## src/rtl/mem_access_stage.sv

```systemverilog
// mem_access_stage: MEM pipeline stage. Decodes the access size from the
// opcode, drives a single-outstanding data-memory request, stalls upstream
// until the memory acknowledges, then registers the instruction into MEM/WB
// with the lane-selected and extended load data.
// Optional feature macro: MEM_MISALIGN_TRAP_EN. When it is defined, misaligned
// half/word accesses are trapped instead of issued. When it is undefined,
// misaligned addresses are force-aligned.
`timescale 1ns/1ps

module mem_access_stage (
    input  logic        clock,
    input  logic        reset,
    input  logic [31:0] iPC,
    input  logic [31:0] iIR,
    input  logic [31:0] ialu_res,
    input  logic [31:0] iRS2,
    input  logic [4:0]  iwrite_addr,
    input  logic        imem_read,
    input  logic        imem_write,
    input  logic        imem_to_reg,
    input  logic        ipc_to_reg,
    input  logic        ireg_write,
    output logic        dmem_req,
    output logic        dmem_we,
    output logic [31:0] dmem_addr,
    output logic [31:0] dmem_wdata,
    output logic [3:0]  dmem_be,
    input  logic [31:0] dmem_rdata,
    input  logic        dmem_ack,
    output logic        stall,
    output logic [31:0] oPC,
    output logic [31:0] oIR,
    output logic [31:0] oalu_res,
    output logic [31:0] omem_data,
    output logic [4:0]  owrite_addr,
    output logic        oreg_write,
    output logic        omem_to_reg,
    output logic        opc_to_reg,
    output logic        omisalign
);

    typedef enum logic {
        IDLE   = 1'b0,
        ACCESS = 1'b1
    } state_t;

    localparam logic [1:0] SZ_BYTE = 2'd0;
    localparam logic [1:0] SZ_HALF = 2'd1;
    localparam logic [1:0] SZ_WORD = 2'd2;

    state_t      state_reg;
    state_t      state_next;
    logic [1:0]  size;
    logic        load_signed;
    logic        mem_op;
    logic        is_load;
    logic        misalign;
    logic [3:0]  be_lane;
    logic [31:0] wdata_lane;
    logic [7:0]  byte_sel;
    logic [15:0] half_sel;
    logic [31:0] load_data;
    logic        pass;

    // When both read and write are set, the access is a store and the read is dropped.
    assign mem_op  = imem_read | imem_write;
    assign is_load = imem_read & ~imem_write;

    // Opcode decode: access width and signedness; unknown opcodes behave as word.
    always_comb begin
        size        = SZ_WORD;
        load_signed = 1'b0;
        case (iIR[31:26])
            6'h20: begin size = SZ_BYTE; load_signed = 1'b1; end
            6'h24: size = SZ_BYTE;
            6'h21: begin size = SZ_HALF; load_signed = 1'b1; end
            6'h25: size = SZ_HALF;
            6'h28: size = SZ_BYTE;
            6'h29: size = SZ_HALF;
            default: size = SZ_WORD;
        endcase
    end

`ifdef MEM_MISALIGN_TRAP_EN
    assign misalign = mem_op &
                      (((size == SZ_HALF) && ialu_res[0]) ||
                       ((size == SZ_WORD) && (ialu_res[1:0] != 2'b00)));
`else
    // Unused low address bits are simply ignored, so nothing is ever misaligned.
    assign misalign = 1'b0;
`endif

    // Store lane mask and data replication across the 32-bit bus.
    always_comb begin
        be_lane    = 4'b1111;
        wdata_lane = iRS2;
        case (size)
            SZ_BYTE: begin
                be_lane    = 4'b0001 << ialu_res[1:0];
                wdata_lane = {4{iRS2[7:0]}};
            end
            SZ_HALF: begin
                be_lane    = ialu_res[1] ? 4'b1100 : 4'b0011;
                wdata_lane = {2{iRS2[15:0]}};
            end
            default: begin
                be_lane    = 4'b1111;
                wdata_lane = iRS2;
            end
        endcase
    end

    // Load lane selection and sign/zero extension.
    always_comb begin
        byte_sel = dmem_rdata[7:0];
        case (ialu_res[1:0])
            2'd0: byte_sel = dmem_rdata[7:0];
            2'd1: byte_sel = dmem_rdata[15:8];
            2'd2: byte_sel = dmem_rdata[23:16];
            default: byte_sel = dmem_rdata[31:24];
        endcase
        half_sel = ialu_res[1] ? dmem_rdata[31:16] : dmem_rdata[15:0];
        case (size)
            SZ_BYTE: load_data = load_signed ? {{24{byte_sel[7]}}, byte_sel} : {24'd0, byte_sel};
            SZ_HALF: load_data = load_signed ? {{16{half_sel[15]}}, half_sel} : {16'd0, half_sel};
            default: load_data = dmem_rdata;
        endcase
    end

    // State register; reset abandons any in-flight access.
    always_ff @(posedge clock or posedge reset) begin
        if (reset) begin
            state_reg <= IDLE;
        end else begin
            state_reg <= state_next;
        end
    end

    // Next-state, memory request and stall; pass selects full instruction vs bubble.
    always_comb begin
        state_next = state_reg;
        stall      = 1'b0;
        dmem_req   = 1'b0;
        dmem_we    = 1'b0;
        dmem_addr  = 32'd0;
        dmem_be    = 4'b0000;
        dmem_wdata = 32'd0;
        pass       = 1'b0;
        case (state_reg)
            IDLE: begin
                if (mem_op && !misalign) begin
                    stall      = 1'b1;
                    state_next = ACCESS;
                end else begin
                    pass = 1'b1;
                end
            end
            ACCESS: begin
                dmem_req   = 1'b1;
                dmem_we    = imem_write;
                dmem_addr  = {ialu_res[31:2], 2'b00};
                dmem_be    = be_lane;
                dmem_wdata = wdata_lane;
                if (dmem_ack) begin
                    pass       = 1'b1;
                    state_next = IDLE;
                end else begin
                    stall = 1'b1;
                end
            end
            default: state_next = IDLE;
        endcase
        // Keep both handshake outputs quiet for the whole reset pulse.
        if (reset) begin
            stall    = 1'b0;
            dmem_req = 1'b0;
        end
    end

    // MEM/WB register: full instruction when pass, otherwise an all-zero bubble.
    always_ff @(posedge clock or posedge reset) begin
        if (reset) begin
            oPC         <= 32'd0;
            oIR         <= 32'd0;
            oalu_res    <= 32'd0;
            omem_data   <= 32'd0;
            owrite_addr <= 5'd0;
            oreg_write  <= 1'b0;
            omem_to_reg <= 1'b0;
            opc_to_reg  <= 1'b0;
            omisalign   <= 1'b0;
        end else if (pass) begin
            oPC         <= iPC;
            oIR         <= iIR;
            oalu_res    <= ialu_res;
            omem_data   <= ((state_reg == ACCESS) && is_load) ? load_data : 32'd0;
            owrite_addr <= iwrite_addr;
            oreg_write  <= ireg_write & ~misalign;
            omem_to_reg <= imem_to_reg;
            opc_to_reg  <= ipc_to_reg;
            omisalign   <= misalign;
        end else begin
            oPC         <= 32'd0;
            oIR         <= 32'd0;
            oalu_res    <= 32'd0;
            omem_data   <= 32'd0;
            owrite_addr <= 5'd0;
            oreg_write  <= 1'b0;
            omem_to_reg <= 1'b0;
            opc_to_reg  <= 1'b0;
            omisalign   <= 1'b0;
        end
    end

endmodule

```

## config.mk

```make
export PLATFORM = sky130hd
export DESIGN_NAME = mem_access_stage
export DESIGN_NICKNAME = d
export VERILOG_FILES = /design/src/rtl/mem_access_stage.sv
export SDC_FILE = /design/constraint.sdc
export NUM_CORES = 1
export LEC_CHECK = 0
export ABC_CLOCK_PERIOD_IN_PS = 3600
export BUFFER_PORTS_ARGS = -buffer_cell sky130_fd_sc_hd__buf_4
export CAP_MARGIN = 0
export CORE_AREA = 8 8 141 143
export DETAILED_ROUTE_END_ITERATION = 8
export DIE_AREA = 0 0 149 151
export GPL_TIMING_DRIVEN = 0
export HOLD_SLACK_MARGIN = 0.06
export PLACE_DENSITY_LB_ADDON = 0.25
export SLEW_MARGIN = 20
export SYNTH_ARGS = -nofsm -noshare
export SYNTH_HDL_FRONTEND = slang
export SYNTH_SLANG_ARGS = --single-unit
```

## constraint.sdc

```tcl
create_clock -name clock -period 3.6 [get_ports clock]
set_input_delay 0.18 -clock clock [delete_from_list [all_inputs] [get_ports clock]]
set_output_delay 0.18 -clock clock [all_outputs]
set_load 0.005 [all_outputs]
```

Word-level counts from Yosys, hierarchy flattened
Index checks and enable logic that the tools add are counted.
W data, S select, Z words.
{"block": "word_totals", "register_bits": 137, "input_bits": 173, "out_inout_bits": 208, "elab_cells": 61}
{"block": "op_classes", "eq_ne": 9, "shifts": 1, "muxes": 32, "bitwise_logic": 4, "n_reduce_logical": 6}
{"cell": "$mux W32", "n": 9}
{"cell": "$pmux W32 S2", "n": 2}
{"cell": "$eq A6 B6 Y1 const B", "n": 6}
{"cell": "$pmux W8 S3", "n": 1}
{"cell": "$mux W16", "n": 1}
{"cell": "$mux W1", "n": 12}
{"cell": "$mux W4", "n": 2}
{"cell": "$pmux W4 S2", "n": 1}
{"cell": "$reduce_or A3 Y1", "n": 2}
{"cell": "$mux W5", "n": 1}
{"cell": "$eq A2 B1 Y1 const B", "n": 2}
{"cell": "$logic_not A2 Y1", "n": 2}
{"cell": "$pmux W1 S2", "n": 2}
{"cell": "$pmux W2 S2", "n": 1}
{"cell": "$shl A1 B2 Y4 const A", "n": 1}
{"cell": "$eq A2 B2 Y1 const B", "n": 1}
{"cell": "$not A1 Y1", "n": 2}
{"cell": "$reduce_or A2 Y1", "n": 1}
{"cell": "$and A1 B1 Y1", "n": 1}
{"cell": "$logic_and A1 B1 Y1", "n": 1}
{"cell": "$or A1 B1 Y1", "n": 1}

Longest topological paths before layout
Gate-level depths: netlist of the first run.
{"block": "depth", "depth_word": 7, "depth_mapped": 7, "ltp_nobuf": 4}

Least setup slack after synthesis of the first run
Ideal clock, no wire load.
{"block": "synth_timing", "kind": "flip-flop to flip-flop", "from": "register state_reg", "to": "register oIR[0]", "setup_time_ns": 0.066, "arrival_ns": 1.457, "t_required_ns": 3.534, "slack_ns": 2.077, "path_stages_with_launch": 6, "n_path_buf": 3, "period_less_slack_ns": 1.523, "cell_sequence": "dfrtp_1 -> buf_2 -> o31ai_1 -> buf_2 -> clkbuf_1 -> and2_1"}
{"block": "synth_via", "elab_chain_len": 3}
{"item": "from (decl)", "line": "51", "source": "state_t state_reg;"}
{"item": "from (signal assigned)", "line": "135", "source": "state_reg <= state_next;"}
{"item": "$not A1 Y1"}
{"item": "$pmux W1 S2 *", "line": "149", "source": "case (state_reg)"}
{"item": "$mux W32 *", "line": "192", "source": "end else if (pass) begin"}
{"item": "to (signal assigned)", "line": "194", "source": "oIR <= iIR;"}
{"item": "to (decl)", "line": "32", "source": "output logic [31:0] oIR,"}
Mark *: on every way between the ends. The rest lies on a longest branch, timed or not.

Worst setup path after layout of the first run
{"block": "layout_timing", "from": "input port iIR[27]", "to": "output port dmem_be[0]"}
{"block": "layout_via", "elab_chain_len": 6}
{"item": "from (decl)", "line": "14", "source": "input logic [31:0] iIR,"}
{"item": "$eq A6 B6 Y1", "line": "73", "source": "case (iIR[31:26])"}
{"item": "$reduce_or A3 Y1 (no line)"}
{"item": "$pmux W2 S2 *", "line": "73"}
{"item": "$eq A2 B1 Y1 or $logic_not A2 Y1 (tied branches)", "line": "97", "source": "case (size)"}
{"item": "$pmux W4 S2 *", "line": "97"}
{"item": "$mux W4 *", "line": "149"}
{"item": "to (decl)", "line": "27", "source": "output logic [3:0] dmem_be,"}
Marks and branches as above.

==> reports/qor.yml, run 1 <==
min_period_over_period_pct: 73.9
die_h_um: 151
cts_root_buf: "clkbuf_16"
drc: 0
stdcell_count: 1329
overflow: 0
critical_path_arrival_ps: 2480
h-tree-depth: 4
post_cts_resized: 0
nFillCells: 1420
power.leakage_nw: 5.61
grt_pass1_wl_um: 40300
die-area_mm2: 0.0225
num_rows: 49
place_inst: 1171
yosysSeqAreaShare_pct: 57.5
viasPerCell: 4.71
final_common_cell: "buf_4"
status: "finished clean"
clock.fmax_mhz: 376
hold_depth: 3
port-buffer-count: 375
setup-tns-final_ps: 0
cp_max_fo: 10
hold_path.class: "in -> reg"
setup_viol: 0
r2r_cells: 5
grt_use_total_pct: 23.8
skew_ps: 11.5
total_power_mw: 4.29
slew_viol_final: 0
initial_core_util_pct: 33.8
grt_pass1_vias: 6838
final_cell_mix: "380 x buf_4, 142 x and2_1, 137 x dfrtp_1, 124 x dlygate4sd3_1, 52 x nor2_1"
drv_cap: 0
hold_viol: 0
pwr_density_cell_mw_per_mm2: 392
grt_antenna_before_repair: 3
tightestPinTransition_ps: 778
drt_first_pass_iters: 4
relSlewSlack_pct: 47.7
register_area_mm2: 0.00343
areaGrowthSynthToFinish_pct: 83.9
ys_warn_count: 0
num_vias: 6256
cts_sinks: 137
fin_crit_ps: 2660
cts_tree: "built"
required_ps: 3420
rrSetupSlack_ps: 1340
drive_gt1_share_pct: 40.0
core_area_mm2: 0.0177
synth_edf_count: 0
numCtsBuffers: 17
globalplace.congestion: 0.878
hold-worst-slack_ps: 74.2
ant_nets: 0
insertion_delay_ps: 420
endpoint_kind: "output port"
drt-initial-drc-count: 411
dieWidth_um: 149
syn-cell-area_mm2: 0.00596
rsz0062_at_grt: "false"
drt-total-wl_um: 27200
boundaryPins: 381
grt_max_degree: 33
worstSetupPathType: "in -> out"
ys_types: 38
postSynthAreaPerCell_um2: 10.6
vdd_drop_max_uv: 300
syn-instance-count: 561
multi_input_area_mm2: 0.00231
ys_seq_elements: 137
cp-start-kind: "primary input"
dominantRegCellSynth: "dfrtp_1"
wl_per_cell_um: 20.5
nets: 1258
synth-async-reset-ratio_pct: 100
dp.final_hpwl_um: 20200
cts_buffer_depth: 2
path_clk_slew_ps: 60
-- area by class of cell --
class,count,area share [%]
tap,229,2.61
timing repair buffer,503,37.7
multi-input combinational,375,21.0
clock buffer,20,4.07
clock inverter,12,1.07
buffer,46,1.97
antenna,2,0.0456
sequential,137,31.3
inverter,5,0.205
-- final timing paths --
kind	startpoint	endpoint
min in group asynchronous	reset	oPC[26]
min reg2reg	state_reg	omem_data[7]
max	iIR[27]	dmem_be[0]
max in group asynchronous	reset	oPC[17]
max reg2reg	state_reg	oPC[0]
min	dmem_rdata[26]	omem_data[10]
-- Yosys cell counts (2+ instances only) --
cell | count | area share [%]
and2_1 | 142 | 15
dfrtp_1 | 137 | 58
nor2_1 | 52 | 3.3
nand2_1 | 43 | 2.7
clkbuf_1 | 25 | 1.6
mux2i_1 | 24 | 4.0
nor3_1 | 17 | 1.4
a21oi_1 | 16 | 1.3
buf_2 | 14 | 1.2
a21boi_0 | 10 | 1.3
nor2b_1 | 9 | 0.94
o21ai_0 | 9 | 0.76
a211oi_1 | 8 | 1.0
o211a_1 | 8 | 1.3
o211ai_1 | 8 | 1.0
a221oi_1 | 7 | 1.0
buf_4 | 5 | 0.63
inv_1 | 5 | 0.31
nor3b_1 | 2 | 0.25
o21a_1 | 2 | 0.25
-- critical path, cell delays in order --
cell and delay [ps]:
dlygate4sd3_1 570, buf_4 150, nor3b_1 460, nand2_1 180
buf_2 240, buf_1 290, o21a_1 270, buf_4 130
-- metrics by stage --
| step | util [%] | area, µm² | worst slack (ps) |
|---|---|---|---|
| detailed placement | 51.8 | 9160 | 1310 |
| finish | 62.1 | 11000 | 941 |
| floorplan | - | 5970 | 1710 |
| global placement | 51.4 | 9070 | 729 |
| global route | 62.1 | 11000 | 777 |
| CTS | 62.1 | 11000 | 894 |
-- repair_timing --
action,CTS,global route
endpoints found under the hold margin,141,0
hold buffers,124,0
setup endpoints to repair,0,0
setup buffers,0,0
-- where the power goes --
part	switching [mW]	internal [mW]	total [mW]
Clock	0.680	0.976	1.66
Sequential	0.0274	1.63	1.66
Combinational	0.428	0.549	0.977
Total	1.13	3.16	4.29
-- routing by layer --
layer,share of wire [%],global-route usage [%]
met5,0,0
met4,3.0,9.19
met3,9.9,9.53
met2,52,43.7
met1,35,23.6
-- logic make-up after synthesis --
kind of cell | share of synthesized area [%]
simple gates | 24.6
mux | 4.41
flops | 57.5
other cells | 0.0629
buf+inv | 3.95
compound gates | 9.44
No activity file was read; power rests on OpenSTA's default activity.
==> run 2: changes to the inputs <==
- ABC_CLOCK_PERIOD_IN_PS: 3600 -> 2200
- clock period: 3.6 -> 2.2 ns (I/O delays scaled with it)
==> run 2 against run 1 <==
Clock power grew 63%. Global-route usage up 0.37 points. Wire length rose by 0.87%. Largest power group unchanged. Die area unchanged. Hold slack gained 3.4 ps. Sequential share of layout area is 0.39 points lower. Via count grew 0.98%.
==> reports/qor.yml, run 2 (synthesis results as in run 1) <==
viasPerCell: 4.72  # was 4.71
port-buffer-count: 375  # unchanged
grt_pass1_wl_um: 41100  # was 40300 µm
num_rows: 49  # unchanged
setup-tns-final_ps: 0  # unchanged
rsz0062_at_grt: "true"  # was false
drv_cap: 0  # unchanged
wl_per_cell_um: 20.5  # about the same
overflow: 0  # unchanged
nFillCells: 1402  # was 1420
vdd_drop_max_uv: 493  # was 300 µV
critical_path_arrival_ps: 2460  # was 2480 ps
drive_gt1_share_pct: 40.1  # was 40.0%
status: "finished clean"  # unchanged
areaGrowthSynthToFinish_pct: 86.2  # was 83.9%
grt_antenna_before_repair: 2  # was 3
nets: 1269  # was 1258
grt_pass1_vias: 6996  # was 6838
hold_viol: 0  # unchanged
tightestPinTransition_ps: 813  # was 778 ps
ant_nets: 0  # unchanged
final_cell_mix: "380 x buf_4, 142 x and2_1, 137 x dfrtp_1, 135 x dlygate4sd3_1, 52 x nor2_1"  # was 380 x buf_4, 142 x and2_1, 137 x dfrtp_1, 124 x dlygate4sd3_1, 52 x nor2_1
skew_ps: 11.9  # was 11.5 ps
final_common_cell: "buf_4"  # unchanged
endpoint_kind: "register"  # was output port
die_h_um: 151  # unchanged
hold_path.class: "in -> reg"  # unchanged
boundaryPins: 381  # unchanged
grt_max_degree: 33  # unchanged
insertion_delay_ps: 420  # about the same
power.leakage_nw: 5.67  # was 5.61 nW
post_cts_buffers: 0  # unchanged
initial_core_util_pct: 33.8  # unchanged
clock.fmax_mhz: 461
relSlewSlack_pct: 45.6  # was 47.7%
slew_viol_final: 0  # unchanged
cts_sinks: 137  # unchanged
drt-total-wl_um: 27500  # was 27200 µm
die-area_mm2: 0.0225  # unchanged
drt_first_pass_iters: 5  # was 4
pwr_density_cell_mw_per_mm2: 635  # was 392 mW/mm²
drt-initial-drc-count: 406  # was 411
drc: 0  # unchanged
dp.final_hpwl_um: 20200  # unchanged
fin_crit_ps: 2170
h-tree-depth: 4  # unchanged
core_area_mm2: 0.0177  # unchanged
min_period_over_period_pct: 98.5
cp-start-kind: "primary input"  # unchanged
total_power_mw: 7.05  # was 4.29 mW
globalplace.congestion: 0.878  # unchanged
cts_tree: "built"  # unchanged
path_clk_slew_ps: 60  # about the same
cts_root_buf: "clkbuf_16"  # unchanged
dieWidth_um: 149  # unchanged
cts_buffer_depth: 2  # unchanged
required_ps: 2490  # was 3420 ps
cp_max_fo: 8  # was 10
numCtsBuffers: 17  # unchanged
num_vias: 6317  # was 6256
setup_viol: 0  # unchanged
grt_use_total_pct: 24.1  # was 23.8%
worstSetupPathType: "in -> reg"  # was in -> out
==> run 2: cell count changes in the layout (fill, tap and decap cells not counted) <==
cell / change
o31ai_1: -1
a221oi_2: +2
o31ai_4: +1
a221oi_1: -2
clkbuf_2: +3
clkbuf_1: -3
dlygate4sd3_1: +11
diode_2: -1
==> run 2: timing repair <==
| action | in CTS | in global routing |
|---|---|---|
| gates resized for setup | 3 | 5 |
| endpoints found under the hold margin | 153 | 1 |
| setup endpoints to repair | 81 | 18 |
| gates cloned | 0 | 0 |
| hold buffers | 138 | 1 |
==> run 2: final timing paths <==
kind	from	to	slack, ps	depth (start not counted)
max	dmem_rdata[31]	omem_data[13]	30	8
min	dmem_rdata[15]	omem_data[15]	80	4
max reg2reg	state_reg	oPC[0]	290	5
min reg2reg	state_reg	omem_data[7]	910	3
max in group asynchronous	reset	oPC[3]	890	6
min in group asynchronous	reset	oPC[29]	330	3
==> run 2: cell type report <==
cell class	count	area [µm²]	share of cell area, %
clock inverter	12	118	1.06
antenna	1	2.50	0.0225
timing repair buffer	514	4250	38.2
multi-input combinational	375	2330	21.0
buffer	46	220	1.98
tap	229	287	2.58
sequential	137	3430	30.9
clock buffer	20	447	4.02
inverter	5	22.5	0.203
==> run 2: metal layers <==
layer / vias to the layer above / global-route usage [%] / part of all wire (%)
met5: - / 0 / 0.047
met4: 2 / 9.39 / 3.2
met3: 62 / 9.35 / 9.8
met2: 352 / 44.0 / 52
met1: 2998 / 24.5 / 35
li1: 2903 / - / -
==> run 2: power by group <==
| group | total, mW | leakage (nW) | internal, mW | switching [mW] |
|---|---|---|---|---|
| sequential | 2.72 | 1.82 | 2.68 | 0.0448 |
| combinational | 1.62 | 3.58 | 0.915 | 0.709 |
| clock | 2.71 | 0.264 | 1.60 | 1.11 |
==> run 2: through the flow <==
stage | hold WS [ps] | instance area [µm²] | setup WS [ps] | cells | utilization (%)
CTS | 62.2 | 11100 | -26.9 | 1341 | 62.9
floorplan | 239 | 5970 | 383 | 563 | -
finish | 77.6 | 11100 | 31.9 | 1339 | 62.9
global route | 122 | 11100 | -5.40 | 1339 | 62.9
global placement | 319 | 9070 | -601 | 1167 | 51.4
detailed placement | 211 | 9160 | -85.8 | 1171 | 51.8
==> run 2: critical path, stage by stage <==
cell and delay [ps]:
dlygate4sd3_1 550, buf_4 160, mux4_2 480, and3_1 170, buf_2 180, a221oi_2 180
dlygate4sd3_1 580, nor2_1 40
==> run 3: changes to the inputs <==
- ABC_CLOCK_PERIOD_IN_PS: 2200 -> 2700
- clock period: 2.2 -> 2.7 ns (I/O delays scaled with it)
==> run 3 against run 2 <==
Register-to-register slack gained 190 ps. Sequential share of layout area is essentially flat. Clock-buffer cell count is the same. Critical path depth shrank 1. Utilization is essentially flat. Highest routed layer unchanged.
==> reports/qor.yml, run 3 (synthesis results as in run 1) <==
cts_root_buf: "clkbuf_16"  # unchanged
relSlewSlack_pct: 50.5  # was 45.6%
drc: 0  # unchanged
hold_path.class: "in -> reg"  # unchanged
cp-start-kind: "primary input"  # unchanged
cts_tree: "built"  # unchanged
required_ps: 2570  # was 2490 ps
clock.fmax_mhz: 400
wl_met1_um: 9590  # about the same
pre_cts_ws_ps: 414  # was -85.8 ps
power.leakage_nw: 5.67  # about the same
hold_viol: 0  # unchanged
h-tree-depth: 4  # unchanged
cts_buffer_depth: 2  # unchanged
rsz0062_at_grt: "false"  # was true
vdd_drop_max_uv: 401  # was 493 µV
min_period_over_period_pct: 92.6
final_cell_mix: "380 x buf_4, 142 x and2_1, 138 x dlygate4sd3_1, 137 x dfrtp_1, 52 x nor2_1"  # was 380 x buf_4, 142 x and2_1, 137 x dfrtp_1, 135 x dlygate4sd3_1, 52 x nor2_1
slew_viol_final: 0  # unchanged
dp.final_hpwl_um: 20200  # unchanged
worstSetupPathType: "in -> out"  # was in -> reg
grt_pass1_vias: 6998  # was 6996
initial_core_util_pct: 33.8  # unchanged
fin_ws_ps: 199  # was 31.9 ps
numCtsBuffers: 17  # unchanged
fin_crit_ps: 2500
wl_per_cell_um: 20.5  # about the same
path_clk_slew_ps: 60  # about the same
areaGrowthSynthToFinish_pct: 86.3  # was 86.2%
post_cts_buffers: 0  # unchanged
placed_area_mm2: 0.00916  # unchanged
drt-initial-drc-count: 436  # was 406
drv_cap: 0  # unchanged
nFillCells: 1395  # was 1402
total_power_mw: 5.75  # was 7.05 mW
pwr_density_cell_mw_per_mm2: 518  # was 635 mW/mm²
cts_sinks: 137  # unchanged
dieWidth_um: 149  # unchanged
final_common_cell: "buf_4"  # unchanged
grt_pass1_wl_um: 41000  # was 41100 µm
overflow: 0  # unchanged
grt_use_total_pct: 24.1  # about the same
utilization_pct: 62.9  # about the same
routed-wl-met3_um: 2650  # was 2700 µm
fin_area_mm2: 0.0111  # about the same
critical_path_arrival_ps: 2370  # was 2460 ps
ant_nets: 0  # unchanged
hold-worst-slack_ps: 100  # was 77.6 ps
die_h_um: 151  # unchanged
drt-total-wl_um: 27500  # about the same
port-buffer-count: 375  # unchanged
num_rows: 49  # unchanged
setup_viol: 0  # unchanged
boundaryPins: 381  # unchanged
core_area_mm2: 0.0177  # unchanged
drive_gt1_share_pct: 39.6  # was 40.1%
viasPerCell: 4.75  # was 4.72
grt_antenna_before_repair: 3  # was 2
drt_first_pass_iters: 5  # unchanged
status: "finished clean"  # unchanged
die-area_mm2: 0.0225  # unchanged
nets: 1272  # was 1269
insertion_delay_ps: 420  # about the same
grt_max_degree: 33  # unchanged
endpoint_kind: "output port"  # was register
met2_length_um: 14200  # was 14300 µm
num_vias: 6376  # was 6317
skew_ps: 12.3  # was 11.9 ps
tightestPinTransition_ps: 736  # was 813 ps
top_layer: "met5"  # unchanged
globalplace.congestion: 0.878  # unchanged
cp_max_fo: 8  # unchanged
## run 3: routing by layer
layer | vias up | global-route usage [%]
li1 | 2903 | -
met1 | 3036 | 24.5
met2 | 365 | 43.6
met3 | 70 | 9.17
met4 | 2 | 10.0
met5 | - | 0
## run 3: per-stage QoR
step	TNS (ps)	cells
5_1_grt	0	1342
6_report	0	1342
2_1_floorplan	0	563
3_5_place_dp	0	1171
3_3_place_gp	-15240	1167
4_1_cts	0	1341
## run 3: power by group
group	leakage (nW)	internal (mW)	switching (mW)
clock network	0.264	1.30	0.913
logic	3.59	0.747	0.576
registers	1.82	2.18	0.0367
## run 3: area by class of cell
| cell class | instances | area (µm²) | share of cell area, % |
|---|---|---|---|
| multi-input combinational | 375 | 2310 | 20.8 |
| clock buffer | 20 | 447 | 4.02 |
| sequential | 137 | 3430 | 30.9 |
| buffer | 46 | 216 | 1.95 |
| inverter | 5 | 22.5 | 0.203 |
| timing repair buffer | 517 | 4280 | 38.5 |
| tap | 229 | 287 | 2.58 |
| antenna | 1 | 2.50 | 0.0225 |
| clock inverter | 12 | 118 | 1.06 |
## run 3: repair_timing
action | CTS | global route
hold buffers | 138 | 0
endpoints found under the hold margin | 153 | 0
resized for setup | 0 | 1
setup endpoints to repair | 0 | 2
## run 3: worst paths after layout
| path | from | to | slack [ps] | cells past startpoint |
|---|---|---|---|---|
| min in group asynchronous | reset | oPC[26] | 340 | 3 |
| min | dmem_rdata[15] | omem_data[15] | 100 | 4 |
| max in group asynchronous | reset | oPC[3] | 1380 | 6 |
| max | iIR[27] | dmem_wdata[13] | 200 | 7 |
| min reg2reg | state_reg | omem_data[7] | 900 | 3 |
| max reg2reg | state_reg | oalu_res[27] | 480 | 5 |
## run 3: critical path, cell delays in order
cell           delay, ps
dlygate4sd3_1        570
buf_4                160
or3b_4               410
nor3_4               530
mux2i_1              160
nor2b_1              230
buf_4                160
